--- config.mk ---
export PLATFORM = sky130hd
export DESIGN_NAME = clmul_seq
export DESIGN_NICKNAME = d
export VERILOG_FILES = /design/src/rtl/clmul_seq.sv
export SDC_FILE = /design/constraint.sdc
export NUM_CORES = 1
export LEC_CHECK = 0
export ABC_AREA = 1
export CAP_MARGIN = 30
export CORE_MARGIN = 2
export CORE_UTILIZATION = 45
export DETAILED_ROUTE_END_ITERATION = 8
export HOLD_SLACK_MARGIN = 0.05
export PLACE_DENSITY_LB_ADDON = 0.25
export SYNTH_ARGS = -nofsm -noshare
export SYNTH_HDL_FRONTEND = slang
export SYNTH_SLANG_ARGS = --single-unit
--- constraint.sdc ---
create_clock -name s_clk_i -period 4.2 [get_ports s_clk_i]
set_clock_uncertainty 0.05 [all_clocks]
set_input_delay 0.84 -clock s_clk_i [delete_from_list [all_inputs] [get_ports s_clk_i]]
set_output_delay 0.84 -clock s_clk_i [all_outputs]
set_load 0.01 [all_outputs]
--- src/rtl/clmul_seq.sv ---
// Iterative carry-less multiplier for CLMUL / CLMULH / CLMULR.
// Consumes BPC multiplier bits per cycle and returns one 32-bit word over a valid/ready channel.
module clmul_seq #(
    parameter int unsigned BPC = 4
) (
    input  logic        s_clk_i,
    input  logic        s_rst_i,
    input  logic        s_valid_i,
    output logic        s_ready_o,
    input  logic [1:0]  s_mode_i,
    input  logic [31:0] s_op1_i,
    input  logic [31:0] s_op2_i,
    input  logic        s_flush_i,
    output logic        s_valid_o,
    input  logic        s_ready_i,
    output logic [31:0] s_result_o,
    output logic        s_busy_o
);

    localparam int unsigned N  = 32 / BPC;
    localparam int unsigned SW = (N > 1) ? $clog2(N) : 1;

    typedef enum logic [1:0] {StIdle, StCalc, StDone} state_e;

    state_e        state_q;
    logic [63:0]   op1_q;
    logic [31:0]   op2_q;
    logic [1:0]    mode_q;
    logic [SW-1:0] step_q;
    logic [63:0]   acc_q;
    logic [63:0]   acc_d;
    logic [63:0]   pp;
    logic [31:0]   result_q;
    logic [31:0]   result_d;

    // op1 is pre-shifted and op2 consumed from the bottom, so the low BPC bits of op2_q
    // always line up with the current op1_q alignment.
    always_comb begin
        pp = '0;
        for (int k = 0; k < int'(BPC); k++) begin
            if (op2_q[k]) begin
                pp = pp ^ (op1_q << k);
            end
        end
        acc_d = acc_q ^ pp;
        case (mode_q)
            2'b00:   result_d = acc_d[31:0];
            2'b01:   result_d = acc_d[63:32];
            2'b10:   result_d = acc_d[62:31];
            default: result_d = '0;
        endcase
    end

    always_ff @(posedge s_clk_i) begin
        if (s_rst_i) begin
            state_q  <= StIdle;
            op1_q    <= '0;
            op2_q    <= '0;
            mode_q   <= '0;
            step_q   <= '0;
            acc_q    <= '0;
            result_q <= '0;
        end else if (s_flush_i) begin
            state_q <= StIdle;
        end else begin
            case (state_q)
                StIdle: begin
                    if (s_valid_i) begin
                        op1_q   <= {32'b0, s_op1_i};
                        op2_q   <= s_op2_i;
                        mode_q  <= s_mode_i;
                        acc_q   <= '0;
                        step_q  <= '0;
                        state_q <= StCalc;
                    end
                end
                StCalc: begin
                    acc_q  <= acc_d;
                    op1_q  <= op1_q << BPC;
                    op2_q  <= op2_q >> BPC;
                    step_q <= step_q + SW'(1);
                    if (step_q == SW'(N - 1)) begin
                        result_q <= result_d;
                        state_q  <= StDone;
                    end
                end
                StDone: begin
                    if (s_ready_i) begin
                        state_q <= StIdle;
                    end
                end
                default: state_q <= StIdle;
            endcase
        end
    end

    assign s_ready_o  = (state_q == StIdle);
    assign s_valid_o  = (state_q == StDone);
    assign s_busy_o   = (state_q != StIdle);
    assign s_result_o = result_q;

endmodule

==> out/summary.txt <==
Gate power share - 11.7%
fin crit share - 66.5%
Post-CTS Setup Bufs - 0
Mapped Nets - 2173
FMAX - 358 MHz
antenna violations before repair - 1
post-route ant nets - 0
Yosys warning count - 0
Residual DRC - 0
DP Wirelength - 22400 microns
setup TNS - 0 ps
setup ws final - 1410 ps
Synth Instances - 2100
Post-synth top cells - 871 x nand2_1, 350 x nand3_1, 199 x dfxtp_1, 143 x a21oi_1, 97 x inv_1
DP Worst Slack - 1130 ps
post-synthesis instance area - 0.0128 sq mm
worst skew pair latency - 450 ps
Layout area overhead - 12.3%
most common cell in the netlist - nand2_1
CTS tree - yes
die width - 172 microns
post_cts resized - 0
RSZ-0062 raised after global routing - no
crit-path max FO - 4
clock-pin slew on the worst setup and hold paths - 70 ps
pwr/cell area - 293 mW/mm^2
CP arrival - 1900 ps
row count - 61
Critical Path Sink Type - output pin
async set-or-reset flop fraction in the synthesized netlist - 0%
sequential cell fraction of total power - 48.6%
TritonRoute pass-1 iters - 5
Tot Pwr - 4.21 mW
Req. time, crit path - 3310 ps
PortBufs - 105
Yosys cell types - 21
critical hold path startpoint - step_q[0]
Switch Pwr - 1.23 mW
worst-margin pin slew - 1030 ps
die area - 0.0298 sq mm
number of global-route vias before repair - 12035
sw frac - 29.3%
routed length per instance - 13.9 microns
Root Buffer - clkbuf_16
Core ar. - 0.0279 sq mm
Placed Area - 0.0138 sq mm
cts hold-fix bufs - 0
hold depth - 1
ant diodes - 0
Die Y - 172 microns
initial core utilization - 45.9%
via/cell ratio - 5.35
Post-synth EDFFs - 0
Yosys top cell by area - dfxtp_1
worst r2r path cells - 9
leakage power - 5.22 nW
worst r2r src - op2_q[3]
cts bufs inserted - 17
max-cap check violation count - 0
Fin. Hold Viols - 0
status - completed
post-synthesis sequential area ratio - 31.2%
fin area - 0.0144 sq mm
vias after detailed routing - 13208
routability cong. - 0.802
clk buf depth - 2
GRT Total Usage - 23.6%
H-tree levels - 4
final setup violation count - 0
ranking of synthesized cells by area - dfxtp_1 31%, nand2_1 26%, nand3_1 14%
IO Pins - 106
CTS sink cnt - 199
share of layout cells above drive strength 1 - 3.25%
HP Class - register to register
Int Pwr - 2.98 mW
crit path launch type - register
first-pass GRT wire length - 57000 microns
largest net degree at the start of global routing - 122
WL final - 34400 microns
final net count - 2150
Rel. slew slack - 31.5%
gr ovfl total - 0
Crit Path Category - register to output pin
DRT iter0 DRCs - 1039
utilization after layout - 51.5%
flops & latches, synth - 199
ys flop type - dfxtp_1
beginning of the critical path - state_q[1]
Peak VDD IR - 0.000238 V
Max Slew Vio Count - 0
Mean Syn Cell Area - 6.08 sq um
Clock power frac - 39.7%
crit path time final - 2790 ps
Layout fillers - 2839
Synth top area share - 31.2%
[final timing paths]
check / endpoint / slack (ps)
max: s_valid_o / 1410
min reg2reg: step_q[0] / 410
max reg2reg: s_result_o[9] / 1710
min: step_q[0] / 410
[kinds of logic (layout without fill, tap and decap cells)]
kind of cell             count (synthesis)  count (layout)  share of synthesized area [%]
AND/OR/NAND/NOR                       1275            1275                           42.4
buffers and inverters                  264             254                           8.61
AO/OA/AOI/OAI                          258             258                           10.7
flip-flops                             199             199                           31.2
XOR/XNOR                               102             102                           6.99
adder cells (fa/ha/maj)                  2               2                          0.196
[sequential cells by signal, indices dropped and copies added (netlist names)]
register,cells
op2_q,32
mode_q,2
step_q,3
state_q,2
acc_q,64
op1_q,64
s_result_o,32
[layout by cell type, fill, tap and decap left out]
master,instances
clkdlybuf4s50_1,104
clkbuf_16,17
nor2_1,2
inv_6,5
clkinvlp_4,3
or2_2,2
clkbuf_8,2
inv_2,5
bufinv_16,1
nand2_1,871
buf_4,14
xnor2_1,42
nor3_4,1
o21ai_0,59
a31oi_1,56
xor2_1,60
buf_16,1
inv_8,1
dfxtp_4,2
dfxtp_2,2
nand3_1,350
clkinv_4,3
nor2_4,5
buf_12,1
nor2_2,3
dfxtp_1,195
ha_1,2
a21oi_1,143
nand3b_1,41
inv_1,97
[worst max-delay path: stages, from the launching register on]
cell	delay, ps
dfxtp_1	480
inv_1	80
nor2_1	290
clkdlybuf4s50_1	610
[cell type report]
class	instances	area [sq um]	share of cell area [%]
repair buffers	120	1190	8.32
multi-input cells	1637	7720	53.8
inverters	102	383	2.67
flip-flops and latches	199	3990	27.8
clock inverters	13	134	0.933
clock buffers	19	453	3.16
well taps	378	473	3.30
[power by group through the flow]
stage	registers, mW	clock network, mW	logic, mW
floorplan	2.01	0	0.376
global placement	2.10	0	0.464
detailed placement	2.08	0	0.490
CTS	2.04	1.70	0.492
global route	2.05	1.78	0.548
finish	2.04	1.67	0.492
[per-layer routing]
metal	GRT usage [%]	up-vias	wire length, microns	part of all wire (%)
met5	0	-	13	0.038
met4	6.61	2	525	1.5
met3	3.89	38	1770	5.1
met2	40.3	287	16100	47
met1	30.8	6115	16000	47
li1	-	6766	-	-
[per-stage QoR]
stage / instances / hold WS [ps]
2_1_floorplan: 2100 / 383
3_3_place_gp: 2435 / 402
3_5_place_dp: 2436 / 400
4_1_cts: 2468 / 412
5_1_grt: 2468 / 435
6_report: 2468 / 412
Note: power is estimated with default switching activity, not from simulation.
